[config.mk]
export PLATFORM = sky130hd
export DESIGN_NAME = btn_conditioner_flat
export DESIGN_NICKNAME = d
export VERILOG_FILES = /design/src/rtl/btn_pkg.sv /design/src/rtl/btn_conditioner_if.sv /design/src/rtl/btn_chan.sv /design/src/rtl/btn_conditioner.sv /design/src/flat_wrapper.sv
export SDC_FILE = /design/constraint.sdc
export NUM_CORES = 1
export LEC_CHECK = 0
export CAP_MARGIN = 5
export CORE_MARGIN = 4
export CORE_UTILIZATION = 57
export CTS_CLUSTER_DIAMETER = 100
export DETAILED_ROUTE_END_ITERATION = 7
export GPL_ROUTABILITY_DRIVEN = 0
export PLACE_DENSITY = 0.77
export RECOVER_POWER = 25
export SYNTH_ARGS = -nofsm -noshare
export SYNTH_HDL_FRONTEND = slang
export SYNTH_HIERARCHICAL = 1
export SYNTH_SLANG_ARGS = --single-unit
export TNS_END_PERCENT = 50
[constraint.sdc]
create_clock -name clk -period 2.55 [get_ports clk]
set_clock_uncertainty 0.2 [all_clocks]
set_input_delay 0.255 -clock clk [delete_from_list [all_inputs] [get_ports clk]]
set_output_delay 0.255 -clock clk [all_outputs]
set_load 0.005 [all_outputs]
[src/rtl/btn_pkg.sv]
// Shared types and default constants for the push-button conditioner.
package btn_pkg;

    typedef enum logic [1:0] {
        RELEASED   = 2'd0,
        DB_PRESS   = 2'd1,
        PRESSED    = 2'd2,
        DB_RELEASE = 2'd3
    } chan_state_e;

    localparam int DEF_N_CH          = 2;
    localparam int DEF_SYNC_STAGES   = 2;
    localparam int DEF_DB_CYCLES     = 1_000_000;
    localparam int DEF_HOLD_CYCLES   = 50_000_000;
    localparam int DEF_REPEAT_CYCLES = 10_000_000;

endpackage

[src/rtl/btn_conditioner_if.sv]
// Button bus: raw inputs and repeat enables in, conditioned events out.
interface btn_conditioner_if
    import btn_pkg::*;
#(
    parameter int N_CH = DEF_N_CH
);
    logic [N_CH-1:0] btn_in;
    logic [N_CH-1:0] repeat_en;
    logic [N_CH-1:0] btn_level;
    logic [N_CH-1:0] press_pulse;
    logic [N_CH-1:0] release_pulse;
    logic [N_CH-1:0] hold_level;
    logic [N_CH-1:0] repeat_pulse;
    logic            any_press;

    modport master (
        output btn_in, repeat_en,
        input  btn_level, press_pulse, release_pulse, hold_level, repeat_pulse, any_press
    );

    modport slave (
        input  btn_in, repeat_en,
        output btn_level, press_pulse, release_pulse, hold_level, repeat_pulse, any_press
    );
endinterface

[src/rtl/btn_chan.sv]
// One button channel: synchroniser, debounce FSM, hold and auto-repeat counters.
module btn_chan
    import btn_pkg::*;
#(
    parameter int SYNC_STAGES   = DEF_SYNC_STAGES,
    parameter int DB_CYCLES     = DEF_DB_CYCLES,
    parameter int HOLD_CYCLES   = DEF_HOLD_CYCLES,
    parameter int REPEAT_CYCLES = DEF_REPEAT_CYCLES
) (
    input  logic clk,
    input  logic rst_n,
    input  logic btn_i,
    input  logic repeat_en_i,
    output logic level_o,
    output logic press_o,
    output logic release_o,
    output logic hold_o,
    output logic repeat_o,
    output logic press_d_o
);
    localparam int DB_W   = $clog2(DB_CYCLES + 1);
    localparam int HOLD_W = $clog2(HOLD_CYCLES + 1);
    localparam int REP_W  = $clog2(REPEAT_CYCLES + 1);

    localparam logic [DB_W-1:0]   DB_LAST   = DB_W'(DB_CYCLES - 1);
    localparam logic [HOLD_W-1:0] HOLD_LAST = HOLD_W'(HOLD_CYCLES - 1);
    localparam logic [HOLD_W-1:0] HOLD_SAT  = HOLD_W'(HOLD_CYCLES);
    localparam logic [REP_W-1:0]  REP_LAST  = REP_W'(REPEAT_CYCLES - 1);

    logic [SYNC_STAGES-1:0] sync_q;
    logic                   s;
    chan_state_e            state_q, state_d;
    logic [DB_W-1:0]        db_cnt_q, db_cnt_d;
    logic [HOLD_W-1:0]      hold_cnt_q, hold_cnt_d;
    logic [REP_W-1:0]       rep_cnt_q, rep_cnt_d;
    logic                   level_q, level_d;
    logic                   hold_q, hold_d;
    logic                   press_q, press_d;
    logic                   release_q, release_d;
    logic                   repeat_q, repeat_d;
    logic                   run_hold;

    assign s = sync_q[SYNC_STAGES-1];

    // Register the synchroniser chain, FSM state, counters and all outputs.
    always_ff @(posedge clk or negedge rst_n) begin
        if (!rst_n) begin
            sync_q     <= '0;
            state_q    <= RELEASED;
            db_cnt_q   <= '0;
            hold_cnt_q <= '0;
            rep_cnt_q  <= '0;
            level_q    <= 1'b0;
            hold_q     <= 1'b0;
            press_q    <= 1'b0;
            release_q  <= 1'b0;
            repeat_q   <= 1'b0;
        end else begin
            sync_q     <= {sync_q[SYNC_STAGES-2:0], btn_i};
            state_q    <= state_d;
            db_cnt_q   <= db_cnt_d;
            hold_cnt_q <= hold_cnt_d;
            rep_cnt_q  <= rep_cnt_d;
            level_q    <= level_d;
            hold_q     <= hold_d;
            press_q    <= press_d;
            release_q  <= release_d;
            repeat_q   <= repeat_d;
        end
    end

    // Debounce transitions plus hold/repeat timing; the release-accept cycle
    // skips hold processing so release never coincides with a repeat.
    always_comb begin
        state_d    = state_q;
        db_cnt_d   = db_cnt_q;
        hold_cnt_d = hold_cnt_q;
        rep_cnt_d  = rep_cnt_q;
        level_d    = level_q;
        hold_d     = hold_q;
        press_d    = 1'b0;
        release_d  = 1'b0;
        repeat_d   = 1'b0;
        run_hold   = 1'b0;

        case (state_q)
            RELEASED: begin
                if (s) begin
                    state_d  = DB_PRESS;
                    db_cnt_d = '0;
                end
            end
            DB_PRESS: begin
                if (!s) begin
                    state_d = RELEASED;
                end else if (db_cnt_q == DB_LAST) begin
                    state_d    = PRESSED;
                    level_d    = 1'b1;
                    press_d    = 1'b1;
                    hold_cnt_d = '0;
                    rep_cnt_d  = '0;
                end else begin
                    db_cnt_d = db_cnt_q + 1'b1;
                end
            end
            PRESSED: begin
                run_hold = 1'b1;
                if (!s) begin
                    state_d  = DB_RELEASE;
                    db_cnt_d = '0;
                end
            end
            DB_RELEASE: begin
                if (s) begin
                    state_d  = PRESSED;
                    run_hold = 1'b1;
                end else if (db_cnt_q == DB_LAST) begin
                    state_d   = RELEASED;
                    level_d   = 1'b0;
                    hold_d    = 1'b0;
                    release_d = 1'b1;
                end else begin
                    db_cnt_d = db_cnt_q + 1'b1;
                    run_hold = 1'b1;
                end
            end
            default: state_d = RELEASED;
        endcase

        if (run_hold) begin
            if (hold_cnt_q != HOLD_SAT) begin
                hold_cnt_d = hold_cnt_q + 1'b1;
            end
            if (hold_cnt_q == HOLD_LAST) begin
                hold_d    = 1'b1;
                rep_cnt_d = '0;
                repeat_d  = repeat_en_i;
            end else if (hold_q) begin
                if (rep_cnt_q == REP_LAST) begin
                    rep_cnt_d = '0;
                    repeat_d  = repeat_en_i;
                end else begin
                    rep_cnt_d = rep_cnt_q + 1'b1;
                end
            end
        end
    end

    assign level_o   = level_q;
    assign press_o   = press_q;
    assign release_o = release_q;
    assign hold_o    = hold_q;
    assign repeat_o  = repeat_q;
    assign press_d_o = press_d;

endmodule

[src/rtl/btn_conditioner.sv]
// N-channel push-button conditioner: one btn_chan per channel plus any_press.
module btn_conditioner
    import btn_pkg::*;
#(
    parameter int N_CH          = DEF_N_CH,
    parameter int SYNC_STAGES   = DEF_SYNC_STAGES,
    parameter int DB_CYCLES     = DEF_DB_CYCLES,
    parameter int HOLD_CYCLES   = DEF_HOLD_CYCLES,
    parameter int REPEAT_CYCLES = DEF_REPEAT_CYCLES
) (
    input  logic                     clk,
    input  logic                     rst_n,
    btn_conditioner_if.slave         bus
);
    logic [N_CH-1:0] press_nxt;
    logic            any_press_q;

    for (genvar i = 0; i < N_CH; i++) begin : g_chan
        btn_chan #(
            .SYNC_STAGES  (SYNC_STAGES),
            .DB_CYCLES    (DB_CYCLES),
            .HOLD_CYCLES  (HOLD_CYCLES),
            .REPEAT_CYCLES(REPEAT_CYCLES)
        ) u_chan (
            .clk        (clk),
            .rst_n      (rst_n),
            .btn_i      (bus.btn_in[i]),
            .repeat_en_i(bus.repeat_en[i]),
            .level_o    (bus.btn_level[i]),
            .press_o    (bus.press_pulse[i]),
            .release_o  (bus.release_pulse[i]),
            .hold_o     (bus.hold_level[i]),
            .repeat_o   (bus.repeat_pulse[i]),
            .press_d_o  (press_nxt[i])
        );
    end

    // Register the OR of next-cycle press pulses so it aligns with press_pulse.
    always_ff @(posedge clk or negedge rst_n) begin
        if (!rst_n) begin
            any_press_q <= 1'b0;
        end else begin
            any_press_q <= |press_nxt;
        end
    end

    assign bus.any_press = any_press_q;

endmodule

[src/flat_wrapper.sv]
// flat-port wrapper written by rule: the top's interface ports become plain ports
module btn_conditioner_flat import btn_pkg::*;
#(
    parameter int N_CH          = DEF_N_CH,
    parameter int SYNC_STAGES   = DEF_SYNC_STAGES,
    parameter int DB_CYCLES     = DEF_DB_CYCLES,
    parameter int HOLD_CYCLES   = DEF_HOLD_CYCLES,
    parameter int REPEAT_CYCLES = DEF_REPEAT_CYCLES
)
  (clk, rst_n, bus_btn_in, bus_repeat_en, bus_btn_level, bus_press_pulse, bus_release_pulse, bus_hold_level, bus_repeat_pulse, bus_any_press);
  btn_conditioner_if #(.N_CH(N_CH)) bus_i ();
  input  logic clk;
  input  logic rst_n;
  input wire logic [$bits(bus_i.btn_in)-1:0] bus_btn_in;
  input wire logic [$bits(bus_i.repeat_en)-1:0] bus_repeat_en;
  output wire logic [$bits(bus_i.btn_level)-1:0] bus_btn_level;
  output wire logic [$bits(bus_i.press_pulse)-1:0] bus_press_pulse;
  output wire logic [$bits(bus_i.release_pulse)-1:0] bus_release_pulse;
  output wire logic [$bits(bus_i.hold_level)-1:0] bus_hold_level;
  output wire logic [$bits(bus_i.repeat_pulse)-1:0] bus_repeat_pulse;
  output wire logic [$bits(bus_i.any_press)-1:0] bus_any_press;
  assign bus_i.btn_in = bus_btn_in;
  assign bus_i.repeat_en = bus_repeat_en;
  assign bus_btn_level = bus_i.btn_level;
  assign bus_press_pulse = bus_i.press_pulse;
  assign bus_release_pulse = bus_i.release_pulse;
  assign bus_hold_level = bus_i.hold_level;
  assign bus_repeat_pulse = bus_i.repeat_pulse;
  assign bus_any_press = bus_i.any_press;
  btn_conditioner #(.N_CH(N_CH), .SYNC_STAGES(SYNC_STAGES), .DB_CYCLES(DB_CYCLES), .HOLD_CYCLES(HOLD_CYCLES), .REPEAT_CYCLES(REPEAT_CYCLES)) u_core (.clk(clk), .rst_n(rst_n), .bus(bus_i));
endmodule
==> impl_metrics.yaml <==
placed_design:
  place_ws_ps: -42.8
  dp_hpwl_mm: 13.9
  place_area_sq_um: 9700
  port_buffers: 16
synthesis:
  synth_compound_area_share_pct: 15.8
  synth.yosys.seq_area_share_pct: 44.7
  synth_xor_area_share_pct: 2.16
  yosys_register_bits: 159
  yosys_warnings: 6
  synthFlopType: "dfrtp_1"
  syn_area_per_cell_sq_um: 9.26
  muxShareOfSynthArea_pct: 3.65
  synthesis.area_sq_um: 8910
  synth_top_area_cell: "dfrtp_1"
  synthesis.nets: 976
  synth_top_family_by_area: "simple AND/OR/NAND/NOR gates"
  yosysUniqueCellTypes: 83
  synthAdderAreaFrac_pct: 1.12
  syn-instance-count: 962
  synth_top_area_share_pct: 44.7
  synth-async-reset-ratio_pct: 100
  synth_edf_count: 0
  synth_simple_gate_area_share_pct: 29.4
  synth_area_leaders: "dfrtp_1 45%, nand2_1 5.4%, nand3_1 3.6%"
  yosys.cell_count.top_type: "dfrtp_1"
  ys_top_cells_by_count: "159 x dfrtp_1, 128 x nand2_1, 65 x nor2_1"
timing:
  period_needed_ps: 2480
  worst_slack_ps: 72.3
  setup_viol: 0
  hold_slack_ps: 155
  hold_violations: 0
  fin_crit_sh_pct: 97.2
  tightest_slew_ps: 1270
  maxSlewViolCount: 0
  fmax_ghz: 0.404
  max-slew-margin-rel_pct: 15.4
die:
  core_sq_um: 15300
  die_area_sq_um: 17700
  dieHeight_microns: 133
  dieWidth_microns: 133
  pin_count: 17
  initial_core_util_pct: 58.4
  rows: 45
global_route:
  grt-ovfl-total: 0
  grt_start_max_net_pins: 65
  grt_pass1_wl_mm: 35.3
  grt_usage_pct: 23.8
  antenna_found_initial: 0
  grt_pass1_vias: 7346
finish:
  utilization_pct: 68.0
  fillers: 1214
  fin_area_sq_um: 10400
  syn_to_final_growth_pct: 16.5
  antenna_cells: 0
  ff_latch_area_sq_um: 3980
  multi_input_area_sq_um: 4690
  fin_nets: 1057
  final_layout_size_suffix_gt1_share_pct: 15.4
route:
  vias: 7806
  drt-total-wl_mm: 20.7
  antenna_left: 0
  drc: 0
  drtPass1Iterations: 6
  drtIter0Drc: 585
  vias_per_cell: 6.16
  wl_per_cell_microns: 16.4
cts:
  clock_latency_ps: 420
  clkSlewWorstSetupHoldPaths_ps: 60
  clock_sinks: 159
  clock-root-buffer: "clkbuf_16"
  cts_buffers: 17
  cts_tree: "done"
  clk_path_buf_depth: 2
  h-tree-depth: 4
critical_path:
  worst-path-max-fanout: 7
  crit_slowest_cell: "or4_4"
  critical_path_arrival_ps: 2580
  critPathRequiredTime_ps: 2650
  cp-start-kind: "flip-flop"
  crit_path_cell_trace: "ha_2 -> nand2_1 -> or4_4 -> buf_6 -> o311ai_4 -> buf_4 -> a21oi_1 -> o21ai_1 -> a21oi_1"
  setup.worst_path.class: "flip-flop to flip-flop"
  worst_path_most_repeated_cell: "a21oi_1"
  slowest_delay_ps: 530
  crit_path_end_kind: "flip-flop"
hold_path:
  hold_path.class: "flip-flop to flip-flop"
power_and_ir_drop:
  ir_drop_uv: 485
  p_leak_nw: 4.33
  p_per_area_nw_per_um2: 496
  power_mw: 5.15
run:
  maxCapViolations: 0
run_status:
  status: "completed"
area by class of cell:
cell class              count  share of cell area (%)
well taps                 211                    2.54
multi-input cells         747                    45.2
inverters                  24                   0.892
flip-flops and latches    159                    38.3
clock inverters            11                   0.796
clock buffers              21                    4.53
repair buffers             94                    7.66
metrics by stage:
stage | std cells | TNS, ps
floorplan | 962 | 0
global placement | 1225 | 0
detailed placement | 1225 | -184
CTS | 1259 | 0
global route | 1267 | -3.99
finish | 1267 | 0
state kept, by name, indices dropped and copies added (netlist names), 4 cells and up, named ones only:
register                         count
u_core/g_chan.u_chan/hold_cnt_q     52
u_core/g_chan.u_chan/sync_q          4
u_core/g_chan.u_chan/db_cnt_q       40
u_core/g_chan.u_chan/rep_cnt_q      48
where the power goes:
part / internal, mW / total, mW / leakage [nW] / switching (mW)
logic: 0.0855 / 0.202 / 1.87 / 0.117
clock network: 1.33 / 2.36 / 0.259 / 1.03
registers: 2.55 / 2.58 / 2.20 / 0.0314
final timing paths:
path | slack (ps) | cells after the start | start | end
max in group asynchronous | 750 | 3 | rst_n | u_core/g_chan[0].u_chan/rep_cnt_q[17]
worst min register to register | 150 | 0 | u_core/g_chan[0].u_chan/sync_q[0] | u_core/g_chan[0].u_chan/sync_q[1]
worst min-delay path | 150 | 0 | u_core/g_chan[0].u_chan/sync_q[0] | u_core/g_chan[0].u_chan/sync_q[1]
worst max-delay path | 70 | 9 | u_core/g_chan[0].u_chan/db_cnt_q[0] | u_core/g_chan[0].u_chan/rep_cnt_q[13]
min in group asynchronous | 450 | 2 | rst_n | u_core/g_chan[1].u_chan/hold_cnt_q[8]
worst max register to register | 70 | 9 | u_core/g_chan[0].u_chan/db_cnt_q[0] | u_core/g_chan[0].u_chan/rep_cnt_q[13]
cells by family (layout without fill, tap and decap cells):
logic type,after synthesis,in the layout
simple gates,477,477
compound gates,209,209
flops,159,159
buf+inv,56,150
mux,31,31
xor+xnor,22,22
fa+ha+maj,8,8
worst max-delay path: cells and delay by family, from the launching register on:
kind	cells	cell delay, ps
AOI/OAI and AO/OA	4	630
and+or+nand+nor	2	600
buffers and inverters	2	380
DFF	1	360
adders and majority gates	1	180
timing repair:
| item | in CTS | in global routing |
|---|---|---|
| buffers inserted | 0 | 9 |
| pin swaps | 0 | 5 |
| gates cloned | 1 | 0 |
| endpoints found under the setup margin | 24 | 76 |
| endpoints found under the hold margin | 58 | 0 |
| hold buffers | 1 | 0 |
| resized for setup | 4 | 12 |
placed cells by master, fill, tap and decap left out, types with 5 or more instances in the layout:
cell type	instances
o21ai_0	36
clkdlybuf4s50_1	13
ha_1	6
a21oi_1	46
and2_1	5
and3_1	30
nor3_1	29
nand4_1	31
xor2_1	11
clkbuf_16	17
clkinvlp_4	5
nor4_1	20
or3_1	13
buf_4	71
o211ai_1	19
nor2_1	64
o31ai_1	17
a22o_1	18
mux2i_1	28
a21o_1	5
nand2_1	128
a31oi_1	5
nor4b_1	8
inv_1	22
nor2b_1	6
nand2b_1	5
xnor2_1	11
o22ai_1	15
nand4b_1	7
and4_1	11
or2_2	6
nor3b_1	9
nand3_1	64
dfrtp_1	159
o21ai_1	13
per-layer routing:
metal  routed length, microns  vias up  GRT usage [%]  share of wire (%)
li1                         -     3757              -                  -
met1                     9600     3831           33.8                 46
met4                      217        0           5.43                1.0
met5                        0        -              0                  0
met2                     9970      196           37.9                 48
met3                      935       22           4.87                4.5
(Power assumes the default switching activity.)
==> RTL change 1 (config.mk and constraints unchanged) <==
Set the package constant `DEF_REPEAT_CYCLES` to 5_000_000 (it was 10_000_000).
--- a/src/rtl/btn_pkg.sv
+++ b/src/rtl/btn_pkg.sv
@@ -13,5 +13,5 @@
     localparam int DEF_DB_CYCLES     = 1_000_000;
     localparam int DEF_HOLD_CYCLES   = 50_000_000;
-    localparam int DEF_REPEAT_CYCLES = 10_000_000;
+    localparam int DEF_REPEAT_CYCLES = 5_000_000;
 
 endpackage
Formal check against the unedited RTL: same outputs for any inputs over 10 cycles, from zero or initial values and one cycle with rst_n low; that may be too few to reach the edited logic, so the function may still have changed.
==> RTL change 1 against the original RTL <==
Area after synthesis up 0.87%; wire length up 8.7%; maximum frequency down 5.9%; power up 6.0%; die area up 0.81%; final area up 5.7%; sequential share of layout area down 2.5 points; via count up 5.8%; worst setup slack worse by 0.16 ns; sequential cell count down 2; the flow now finishes with violations (setup timing); first-iteration DRC count up 34%.
==> RTL change 1: results (changes against the original RTL) <==
status = finished, violations left
failing checks = setup timing
Total GRT Usage = 25.1% (+1.3 points)
synth cell count leaders = dfrtp_1, nand2_1, nand3_1
r2r worst-path depth = 7 (-2)
hold endpoint = u_core/g_chan[1].u_chan/sync_q[1]
synth top area cells = dfrtp_1, nand2_1, nand3_1, nor3_1, nor2_1
Post-Synth XOR/XNOR Area = 1.75% (-0.41 points)
FFs & Latches = 157 (-1.3%)
Syn Nets = 1,020 (+4.5%)
multi-input logic area = 4990 µm² (+6.4%)
worst rel slew slack = 24.1% (+8.7 points)
non-clk buf share = 9.56% (+1.9 points)
Multi-In Gates = 780 (+4.4%)
Worst Setup SP = u_core/g_chan[1].u_chan/db_cnt_q[6]
share of layout cells above drive strength 1 = 19.5% (+4.0 points)
nets = 1,118 (+5.8%)
Pre-antenna DRT Iters = 5 (-1)
Avg Cell Area, Syn = 8.93 µm² (-3.5%)
worst slack, placed = -0.154 ns (-0.111 ns)
Top delay family on crit path = simple AND/OR/NAND/NOR gates
first-pass GRT wire length = 37,000 µm (+4.9%)
final setup vio count = 3 (+3)
setup tns final = -0.189 ns (-0.189 ns)
fin worst setup slack = -0.0838 ns (-0.156 ns)
1st-iter DRT viols = 784 (+34%)
slowest stage delay, CP = 0.57 ns (+0.04 ns)
## RTL change 1: cell count changes after synthesis, sizes merged, moves of 6 or more
cell and change:
nand3 +12, and3 -9, nor3 +22, or4b +7, nand2 -7, o21ai +8, mux2i -8, a211oi +7
clkbuf +11, a21o +6, or3 +6
## RTL change 1: repair_timing
action,4_1_cts,5_1_grt
endpoints found under the hold margin,157,0
pin swaps,0,16
cloned,0,1
hold buffers,1,0
gates resized for setup,8,65
buffers inserted,0,9
endpoints found under the setup margin,23,98
## RTL change 1: routing by layer
layer	global-route usage [%]	share of wire, %	vias to the layer above
met5	0	0	-
met4	7.03	1.0	0
met3	5.32	5.2	23
met2	37.8	47	261
met1	37.0	47	4012
li1	-	-	3959
## RTL change 1: report_power, final
part | internal (µW) | total (µW) | switching [µW] | leakage [µW]
Sequential | 2520 | 2550 | 26.8 | 0.00218
Clock | 1730 | 2700 | 974 | 0.000309
Combinational | 80.8 | 205 | 124 | 0.00212
Total | 4330 | 5450 | 1130 | 0.00460
==> RTL change 2 (same settings) <==
Made on the original files. One comparison of `db_cnt_q` changes from == to >=.
--- a/src/rtl/btn_chan.sv
+++ b/src/rtl/btn_chan.sv
@@ -94,5 +94,5 @@
                 if (!s) begin
                     state_d = RELEASED;
-                end else if (db_cnt_q == DB_LAST) begin
+                end else if (db_cnt_q >= DB_LAST) begin
                     state_d    = PRESSED;
                     level_d    = 1'b1;
Function: no difference found for any inputs over 10 cycles, from zero or initial values and one cycle with rst_n low; that may be too few to reach the edited logic, so the function may still have changed.
==> RTL change 2 against the original RTL <==
The run now ends with capacitance limit, slew limit, setup timing left; combinational power rose by 33%; non-clock buffer count rose by 21; area after synthesis fell by 1.0%; cell count rose by 0.47%; power rose by 9.4%; maximum frequency fell by 3.5%; core utilization rose by 2.2 points; sequential cell count did not move; worst setup slack got worse by 0.090 ns; critical path depth fell by 2; sequential share of layout area fell by 1.1 points; wire length rose by 5.7%; final area rose by 2.8%; critical path type unchanged; highest routed layer unchanged.
==> RTL change 2: results (changes against the original RTL) <==
internal power = 4370 µW (+10%)
status = finished, violations left
CP Data Arrival Time = 2.74 ns (+0.16 ns)
Comb. pwr = 269 µW (+33%)
reg2reg start = u_core/g_chan[1].u_chan/db_cnt_q[13]
Post-Synthesis Cells = 970 (+0.83%)
GR Util met3 = 4.69% (-0.17 points)
worst rel slew slack = -7.36% (-23 points)
fin worst setup slack = -0.0174 ns (-0.0897 ns)
Post-Route WL = 21,900 µm (+5.7%)
Total GRT Usage = 25.1% (+1.2 points)
1st-iter DRT viols = 735 (+26%)
slowest stage delay, CP = 0.59 ns (+0.06 ns)
switching part of the total power = 22.3% (-0.62 points)
placed inst area = 9830 µm² (+1.4%)
setup tns final = -0.0327 ns (-0.0327 ns)
Post-Synth Adder-Cell Area = 1.14% (+0.012 points)
max cap viols = 1 (+1)
failing checks = capacitance limit, slew limit, setup timing
final setup vio count = 4 (+4)
synth cell count leaders = dfrtp_1, nand2_1, nand3_1
via count = 8,192 (+4.9%)
clk_buf instances = 20 (-4.8%)
clock tree cell share of total cell area = 6.00% (+0.67 points)
crit-path max FO = 6 (-1)
number of non-clock buffers = 115 (+22%)
Distinct cells, synth = 77 (-7.2%)
share of layout cells above drive strength 1 = 17.8% (+2.4 points)
Pins Over Slew Limit = 67 (+67)
RTL change 2: cell types whose count changed in the layout (fill, tap and decap cells not counted), sizes merged, moves of 7 or more:
| cell | change |
|---|---|
| a21oi | +22 |
| a22o | -18 |
| buf | +20 |
| mux2i | -9 |
| nand2 | -35 |
| nand3 | +12 |
| nand3b | +7 |
| nand4 | +10 |
| nor3 | -7 |
| o22ai | -14 |
| or3 | +22 |
| or4 | +8 |
RTL change 2: worst max-delay path by stage:
stage                                                end
global placement    u_core/g_chan[0].u_chan/db_cnt_q[19]
CTS                 u_core/g_chan[1].u_chan/db_cnt_q[14]
global route        u_core/g_chan[0].u_chan/db_cnt_q[19]
finish              u_core/g_chan[1].u_chan/db_cnt_q[16]
detailed placement  u_core/g_chan[0].u_chan/db_cnt_q[19]
floorplan           u_core/g_chan[0].u_chan/db_cnt_q[19]
RTL change 2: metal layers:
layer  share of wire (%)  vias up
li1                    -     3875
met1                  45     3990
met2                  48      275
met3                 5.5       52
met4                 2.2        0
met5                   0        -
